--- config.mk ---
export PLATFORM = sky130hd
export DESIGN_NAME = mem_controller
export DESIGN_NICKNAME = d
export VERILOG_FILES = /design/src/rtl/mem_controller.sv
export SDC_FILE = /design/constraint.sdc
export NUM_CORES = 1
export LEC_CHECK = 0
export BUFFER_PORTS_ARGS = -buffer_cell sky130_fd_sc_hd__buf_4
export CAP_MARGIN = 10
export CORE_ASPECT_RATIO = 1.4
export CORE_MARGIN = 2
export CORE_UTILIZATION = 50
export CTS_BUF_LIST = sky130_fd_sc_hd__clkbuf_8 sky130_fd_sc_hd__clkbuf_16
export DETAILED_ROUTE_END_ITERATION = 10
export PLACE_DENSITY_LB_ADDON = 0.08
export SKIP_CTS_REPAIR_TIMING = 1
export SLEW_MARGIN = 30
export SYNTH_ARGS = -nofsm -noshare
export SYNTH_HDL_FRONTEND = slang
export SYNTH_SLANG_ARGS = --single-unit
--- constraint.sdc ---
create_clock -name clk -period 3.7 [get_ports clk]
set_input_delay 0.185 -clock clk [delete_from_list [all_inputs] [get_ports clk]]
set_output_delay 0.185 -clock clk [all_outputs]
set_load 0.05 [all_outputs]
--- src/rtl/mem_controller.sv ---
// Round-robin arbiter that funnels per-lane valid/ready read and write requests
// onto a single external memory port and relays each result back to its lane.
module mem_controller #(
  parameter int ADDR_BITS     = 8,
  parameter int DATA_BITS     = 8,
  parameter int NUM_CONSUMERS = 4,
  parameter int WRITE_ENABLE  = 1
) (
  input  logic                                 clk,
  input  logic                                 reset,
  input  logic [NUM_CONSUMERS-1:0]             consumer_read_valid,
  input  logic [NUM_CONSUMERS*ADDR_BITS-1:0]   consumer_read_address,
  output logic [NUM_CONSUMERS-1:0]             consumer_read_ready,
  output logic [NUM_CONSUMERS*DATA_BITS-1:0]   consumer_read_data,
  input  logic [NUM_CONSUMERS-1:0]             consumer_write_valid,
  input  logic [NUM_CONSUMERS*ADDR_BITS-1:0]   consumer_write_address,
  input  logic [NUM_CONSUMERS*DATA_BITS-1:0]   consumer_write_data,
  output logic [NUM_CONSUMERS-1:0]             consumer_write_ready,
  output logic                                 mem_read_valid,
  output logic [ADDR_BITS-1:0]                 mem_read_address,
  input  logic                                 mem_read_ready,
  input  logic [DATA_BITS-1:0]                 mem_read_data,
  output logic                                 mem_write_valid,
  output logic [ADDR_BITS-1:0]                 mem_write_address,
  output logic [DATA_BITS-1:0]                 mem_write_data,
  input  logic                                 mem_write_ready
);

  localparam int IDXW = $clog2(NUM_CONSUMERS);
  localparam bit WE   = (WRITE_ENABLE != 0);

  typedef enum logic [2:0] {
    IDLE,
    READ_WAITING,
    WRITE_WAITING,
    READ_RELAYING,
    WRITE_RELAYING
  } state_t;

  state_t                   state_q, state_d;
  logic [IDXW-1:0]          k_q, k_d;
  logic [IDXW-1:0]          rr_q, rr_d;
  logic                     mem_read_valid_q, mem_read_valid_d;
  logic [ADDR_BITS-1:0]     mem_read_address_q, mem_read_address_d;
  logic                     mem_write_valid_q, mem_write_valid_d;
  logic [ADDR_BITS-1:0]     mem_write_address_q, mem_write_address_d;
  logic [DATA_BITS-1:0]     mem_write_data_q, mem_write_data_d;
  logic [NUM_CONSUMERS-1:0] rd_ready_q, rd_ready_d;
  logic [NUM_CONSUMERS-1:0] wr_ready_q, wr_ready_d;
  logic [DATA_BITS-1:0]     rd_data_q [NUM_CONSUMERS];
  logic [DATA_BITS-1:0]     rd_data_d [NUM_CONSUMERS];

  logic [ADDR_BITS-1:0]     rd_addr_lane [NUM_CONSUMERS];
  logic [ADDR_BITS-1:0]     wr_addr_lane [NUM_CONSUMERS];
  logic [DATA_BITS-1:0]     wr_data_lane [NUM_CONSUMERS];

  logic                     found;
  logic                     win_read;
  logic [IDXW-1:0]          winner;

  for (genvar g = 0; g < NUM_CONSUMERS; g++) begin : g_lane
    assign rd_addr_lane[g] = consumer_read_address[g*ADDR_BITS +: ADDR_BITS];
    assign wr_addr_lane[g] = consumer_write_address[g*ADDR_BITS +: ADDR_BITS];
    assign wr_data_lane[g] = consumer_write_data[g*DATA_BITS +: DATA_BITS];
    assign consumer_read_data[g*DATA_BITS +: DATA_BITS] = rd_data_q[g];
  end

  assign consumer_read_ready  = rd_ready_q;
  assign consumer_write_ready = wr_ready_q;
  assign mem_read_valid       = mem_read_valid_q;
  assign mem_read_address     = mem_read_address_q;
  assign mem_write_valid      = mem_write_valid_q;
  assign mem_write_address    = mem_write_address_q;
  assign mem_write_data       = mem_write_data_q;

  // Scan from rr_q with explicit wrap so non-power-of-2 lane counts work; read beats write on a lane.
  always_comb begin
    int              idx;
    logic [IDXW-1:0] lane;
    found    = 1'b0;
    win_read = 1'b0;
    winner   = '0;
    idx      = 0;
    lane     = '0;
    for (int i = 0; i < NUM_CONSUMERS; i++) begin
      idx = int'(rr_q) + i;
      if (idx >= NUM_CONSUMERS) idx = idx - NUM_CONSUMERS;
      lane = IDXW'(idx);
      if (!found && (consumer_read_valid[lane] || (WE && consumer_write_valid[lane]))) begin
        found    = 1'b1;
        winner   = lane;
        win_read = consumer_read_valid[lane];
      end
    end
  end

  always_comb begin
    state_d             = state_q;
    k_d                 = k_q;
    rr_d                = rr_q;
    mem_read_valid_d    = mem_read_valid_q;
    mem_read_address_d  = mem_read_address_q;
    mem_write_valid_d   = mem_write_valid_q;
    mem_write_address_d = mem_write_address_q;
    mem_write_data_d    = mem_write_data_q;
    rd_ready_d          = rd_ready_q;
    wr_ready_d          = wr_ready_q;
    rd_data_d           = rd_data_q;
    case (state_q)
      IDLE: begin
        if (found) begin
          k_d  = winner;
          rr_d = (winner == IDXW'(NUM_CONSUMERS - 1)) ? '0 : winner + 1'b1;
          if (win_read) begin
            mem_read_valid_d   = 1'b1;
            mem_read_address_d = rd_addr_lane[winner];
            state_d            = READ_WAITING;
          end else begin
            mem_write_valid_d   = 1'b1;
            mem_write_address_d = wr_addr_lane[winner];
            mem_write_data_d    = wr_data_lane[winner];
            state_d             = WRITE_WAITING;
          end
        end
      end
      READ_WAITING: begin
        if (mem_read_ready) begin
          mem_read_valid_d = 1'b0;
          rd_ready_d[k_q]  = 1'b1;
          rd_data_d[k_q]   = mem_read_data;
          state_d          = READ_RELAYING;
        end
      end
      WRITE_WAITING: begin
        if (mem_write_ready) begin
          mem_write_valid_d = 1'b0;
          wr_ready_d[k_q]   = 1'b1;
          state_d           = WRITE_RELAYING;
        end
      end
      READ_RELAYING: begin
        if (!consumer_read_valid[k_q]) begin
          rd_ready_d[k_q] = 1'b0;
          state_d         = IDLE;
        end
      end
      WRITE_RELAYING: begin
        if (!consumer_write_valid[k_q]) begin
          wr_ready_d[k_q] = 1'b0;
          state_d         = IDLE;
        end
      end
      default: state_d = IDLE;
    endcase
  end

  always_ff @(posedge clk or posedge reset) begin
    if (reset) begin
      state_q             <= IDLE;
      k_q                 <= '0;
      rr_q                <= '0;
      mem_read_valid_q    <= 1'b0;
      mem_read_address_q  <= '0;
      mem_write_valid_q   <= 1'b0;
      mem_write_address_q <= '0;
      mem_write_data_q    <= '0;
      rd_ready_q          <= '0;
      wr_ready_q          <= '0;
      for (int j = 0; j < NUM_CONSUMERS; j++) rd_data_q[j] <= '0;
    end else begin
      state_q             <= state_d;
      k_q                 <= k_d;
      rr_q                <= rr_d;
      mem_read_valid_q    <= mem_read_valid_d;
      mem_read_address_q  <= mem_read_address_d;
      mem_write_valid_q   <= mem_write_valid_d;
      mem_write_address_q <= mem_write_address_d;
      mem_write_data_q    <= mem_write_data_d;
      rd_ready_q          <= rd_ready_d;
      wr_ready_q          <= wr_ready_d;
      for (int j = 0; j < NUM_CONSUMERS; j++) rd_data_q[j] <= rd_data_d[j];
    end
  end

endmodule

# == Yosys cells after proc, flatten, opt, wreduce, memory -nomap -nowiden ==
# Index checks and enable logic that the tools add are counted.
# op_classes
magnitude_cmp,13
n_reduce_logical,26
n_mux,72
shifts,0
multipliers,0
add_sub_neg,8
bitwise_logic,8
div,0
n_eq_ne,12
# ops
op,n
8-bit two-way mux,7
8-bit binary-select mux with 2-bit select,3
32-bit bitwise mux,1
1-bit two-way mux,25
1-bit binary-select mux with 2-bit select,10
2-bit two-way mux,10
8-bit demux with 2-bit select,1
4-bit two-way mux,4
4-bit case mux with 2 select lines,2
3-bit greater-or-equal comparator (second input constant),5
2-bit by 3-bit less-than comparator with 1-bit output (second input constant),5
3-bit two-way mux,5
3-bit case mux with 5 select lines,1
2-bit != test (second input constant),7
3-bit AND reduction,4
4-bit AND,2
4-bit OR,2
4-bit AND reduction,2
2-bit nonzero test,4
2-bit by 1-bit subtractor with 2-bit output (second input constant),4
2-bit by 2-bit adder with 3-bit output (second input constant),2
3-bit by 2-bit == test with 1-bit output (second input constant),2
2-bit NOT with 3-bit output,2
1-bit logical AND,5
17 further kinds,24
# totals
memories,0
reg_bits,73
romBits,0
latch_bits,0
ramBits,0

# == Depth between registers and ports, before layout ==
# logic_depth
ltp_word,19
depth_mapped,12

# == Worst setup path before layout ==
# OpenSTA, ideal clock, no wires.
# synth_timing
path_type,register to register
startpoint,register rr_q[0]
endpoint,register rr_q[1]
synth_period_minus_slack_ns,2.868
stages_incl_launch_ff,12
path_buffers,3
path_slack_ns,0.832
arrival_time_ns,2.744
t_required_ns,3.575
path_cell_list,dfrtp_1 > buf_6 > mux4_2 > or2_1 > buf_6 > or4_4 > a21oi_4 > nor2_4 > inv_4 > buf_6 > ha_1 > mux2_2
# synth_via
elab_chain_cells,17
word_cells_on_any_way,53
cone_classes,8 x add/sub; 4 x order compare; 1 x eq/ne; 29 x mux; 11 x reduce/logical
# synth_lines
item,line,text
"start, declared",42,"logic [IDXW-1:0] rr_q, rr_d;"
"start signal, assigned",173,rr_q <= rr_d;
"parallel branches: the longest is 14 deep, another holds 2-bit by 1-bit adder with 3-bit output",n/a,
2-bit two-way mux (*),89,if (!found && (consumer_read_valid[lane] || (WE && consumer_write_valid[lane]))) begin
net winner[1],59,logic [IDXW-1:0] winner;
2-bit by 1-bit adder with 2-bit output or 2-bit == test (tied branches),113,rr_d = (winner == IDXW'(NUM_CONSUMERS - 1)) ? '0 : winner + 1'b1;
2-bit two-way mux (*),113,
# Mark *: on every way through the listed nets, which the timed path passes. The select of a mux whose other input is x is not followed.
# A chain may end at the register's enable or synchronous reset.

# == Final worst setup path ==
# layout_timing
startpoint,register rr_q[1]
endpoint,register rr_q[1]
# layout_via
elab_chain_cells,17
word_cells_on_any_way,53
cone_classes,8 x add/sub; 4 x order compare; 1 x eq/ne; 29 x mux; 11 x reduce/logical
# layout_lines
item
"parallel branches: the longest is 17 deep, another holds 2-bit by 1-bit adder with 3-bit output"
# Parallel ways; which one is timed is not known. The select of a mux whose other input is x is not followed.

==> key figures <==
Run status
  – Outcome: complete, but fails checks
  – Failing checks: negative hold slack

Timing
  – Post-route setup TNS: 0 ns
  – Setup Skew: 0.00354 ns
  – Slew @ Worst Pin: around 0.94 ns
  – Final Cycle Share: 0.907
  – RSZ-0062 raised after global routing: no
  – Final slew viol count: 0
  – Slew HR: 0.372
  – Setup ws final: 0.343 ns
  – Worst hold margin: -0.0357 ns
  – Final Setup Violations: 0
  – Max Freq: 298 MHz
  – Fin. Hold Viols: 32
  – Fin crit period: 3.36 ns

Synthesis
  – Total of warnings raised by yosys: 0
  – Syn_nets: 604
  – Average cell area after synthesis: 9.53 um2
  – Yosys reg bits: 73
  – Top_reg_cell synth: dfrtp_1
  – Netlist Area Pre-Place: 4640 um2
  – Syn Inst Count: 487
  – Cell variety after synth: 51
  – Sequential fraction of the synthesis area: 0.393
  – Share of flip-flops with an asynchronous set or reset: 1.00
  – Top cell type's share of synthesized area: 0.393
  – Post-synth top area cell: dfrtp_1
  – Synth top area cells: dfrtp_1 39%, mux2_2 9.2%, nand2_1 7.0%
  – Post-synth EDFFs: 0

Drt
  – DR vias/cell: 5.76
  – Detail Route Antenna Nets: 0
  – Routed WL: between 10000 and 15000 um
  – Via count: 4397
  – DRT Pass-1 Iters: 5
  – # DRC: 0
  – WL/cell: 17.5 um
  – Detailed Route Iter0 Violations: approximately 290

Job
  – Max-Cap Viols: 0

Die
  – Full die area: about 10000 um2
  – Ports: 182
  – Initial Utilization: 0.514
  – Die width: about 85 um
  – Row count: 41
  – Core Region: 9030 um2
  – Die Y: about 120 um

Critical path
  – Req. time, crit path: 3.93 ns
  – CP Data Arrival Time: roughly 3.6 ns
  – Crit. End Element: flip-flop
  – Setup Crit Path Kind: flip-flop to flip-flop
  – CP Launch Type: flip-flop
  – Crit path max fanout: 25

Place
  – Routability cong.: around 0.92
  – Placed Instances: between 700 and 800
  – Port-buffer cells: around 180
  – Worst slack at placement: -0.108 ns
  – DP Wirelength: 9620 um

GRT
  – First-pass GRT wire length: 21200 um
  – GRT Util Overall: 0.261
  – Initial antenna violation count: 0
  – Largest net degree at the start of global routing: 55
  – Number of global-route vias before repair: about 4300
  – Total grt overflow: 0

Layout
  – Final Util: 0.701
  – Nets: 769
  – Layout Cells excl Fill: approximately 760
  – Fraction of layout cells with a size suffix above 1: 0.440
  – Area growth, synth to finish: 36.4%
  – Ant diodes: 0

Clocking
  – Skew-Pair Late Insertion Delay: 0.34 ns
  – Reg clk slew, reported paths: approximately 0.06 ns
  – CTS tree: yes
  – Clk buf depth: 2
  – CTS Sinks: 73
  – Number of buffers created by CTS: 9
  – Root Driver: clkbuf_16
  – CTS H-Tree Depth: 3

Pwr
  – PwrDens: around 1100 nW/um2
  – P_leak: about 2.9 nW
  – Peak supply drop: ~700 uV

Worst hold path
  – Min-delay worst type: input port to async pin
## worst paths after layout
| kind | start | endpoint | slack, ns | cells past startpoint |
|---|---|---|---|---|
| min | reset | consumer_read_data[27] | -0.04 | 2 |
| min reg2reg | consumer_read_data[23] | consumer_read_data[23] | 0.51 | 1 |
| max | rr_q[1] | rr_q[1] | 0.34 | 8 |
| min in group clk | mem_read_data[4] | consumer_read_data[28] | 0.10 | 2 |
| max in group asynchronous | reset | consumer_read_data[7] | 2.74 | 3 |
| max reg2reg | rr_q[1] | rr_q[1] | 0.34 | 8 |
## cells by family after synthesis
family | count (synthesis) | synth area share
muxes | 56 | 0.158
AOI/OAI and AO/OA | 141 | 0.226
adders and majority gates | 1 | 0.00269
buffers and inverters | 59 | 0.0617
and+or+nand+nor | 157 | 0.158
DFF | 73 | 0.393
## cells in the final DEF, fill, tap and decap left out, types with 2 or more instances in the layout
cell type   instances
or2_2               2
o22ai_1            16
inv_1              18
mux2_2             38
dfrtp_2             2
mux4_2             10
clkinvlp_4          2
nor3_1              3
inv_6               3
nor2_2              2
a21oi_1            28
o22a_1              8
a32o_1              8
nor2b_1            18
nor4_1              3
nand3b_1            5
a32oi_1            16
and3b_1             2
nand4_1             2
a211oi_2           16
nor2_1             22
mux2i_1             8
o211ai_1            2
clkbuf_16           9
a21o_1              2
buf_4             192
o21ai_1             4
o31ai_1             3
o21ai_0            28
nand2b_1            4
dfrtp_1            71
or3b_2              2
nand2_1            86
## layout make-up
class,instances,area (um2)
tap,107,134
multi-input combinational,356,2540
fill,716,2700
clock buffer,9,225
inverter,20,77.6
clock inverter,7,82.6
sequential,73,1830
timing repair buffer,192,1440
## report_power, final
group / switching, mW / leakage [nW] / internal, mW / total (mW)
clock network: 0.370 / 0.145 / 0.534 / 0.904
logic: 3.02 / 1.91 / 1.69 / 4.71
registers: 0.324 / 0.872 / 1.20 / 1.52
## through the flow
stage	total power, mW	area, um2
after floorplan	5.06	4640
after global placement	6.08	6020
after detailed placement	6.21	6020
after CTS	7.14	6330
after global routing	7.56	6330
final	7.14	6330
## worst max-delay path, cell delays in order, from the launching register on
cell,delay [ns]
dfrtp_2,0.59
mux4_2,0.58
or2_0,0.40
or4_4,0.56
a21oi_4,0.21
nor2_4,0.13
inv_4,0.23
ha_1,0.27
mux2_2,0.26
## cells in the mapped netlist, types with 7 or more instances
master,n
clkbuf_1,23
mux2i_1,8
nor2_1,22
nand2_1,86
a211oi_2,17
buf_6,7
a32oi_1,16
mux2_2,38
o22ai_1,16
mux4_2,10
dfrtp_1,73
inv_1,19
o22a_1,8
nor2b_1,18
a32o_1,8
a21oi_1,28
o21ai_0,28
## routing by layer
| metal | track usage | up-vias | routed length (um) | share of wire |
|---|---|---|---|---|
| met4 | 0.0863 | 0 | 220 | 0.016 |
| met1 | 0.321 | 2092 | 5080 | 0.38 |
| li1 | - | 2094 | - | - |
| met3 | 0.0687 | 21 | 1150 | 0.086 |
| met2 | 0.441 | 190 | 6950 | 0.52 |
| met5 | 0 | - | 0 | 0 |
Note: power is estimated with default switching activity, not from simulation.
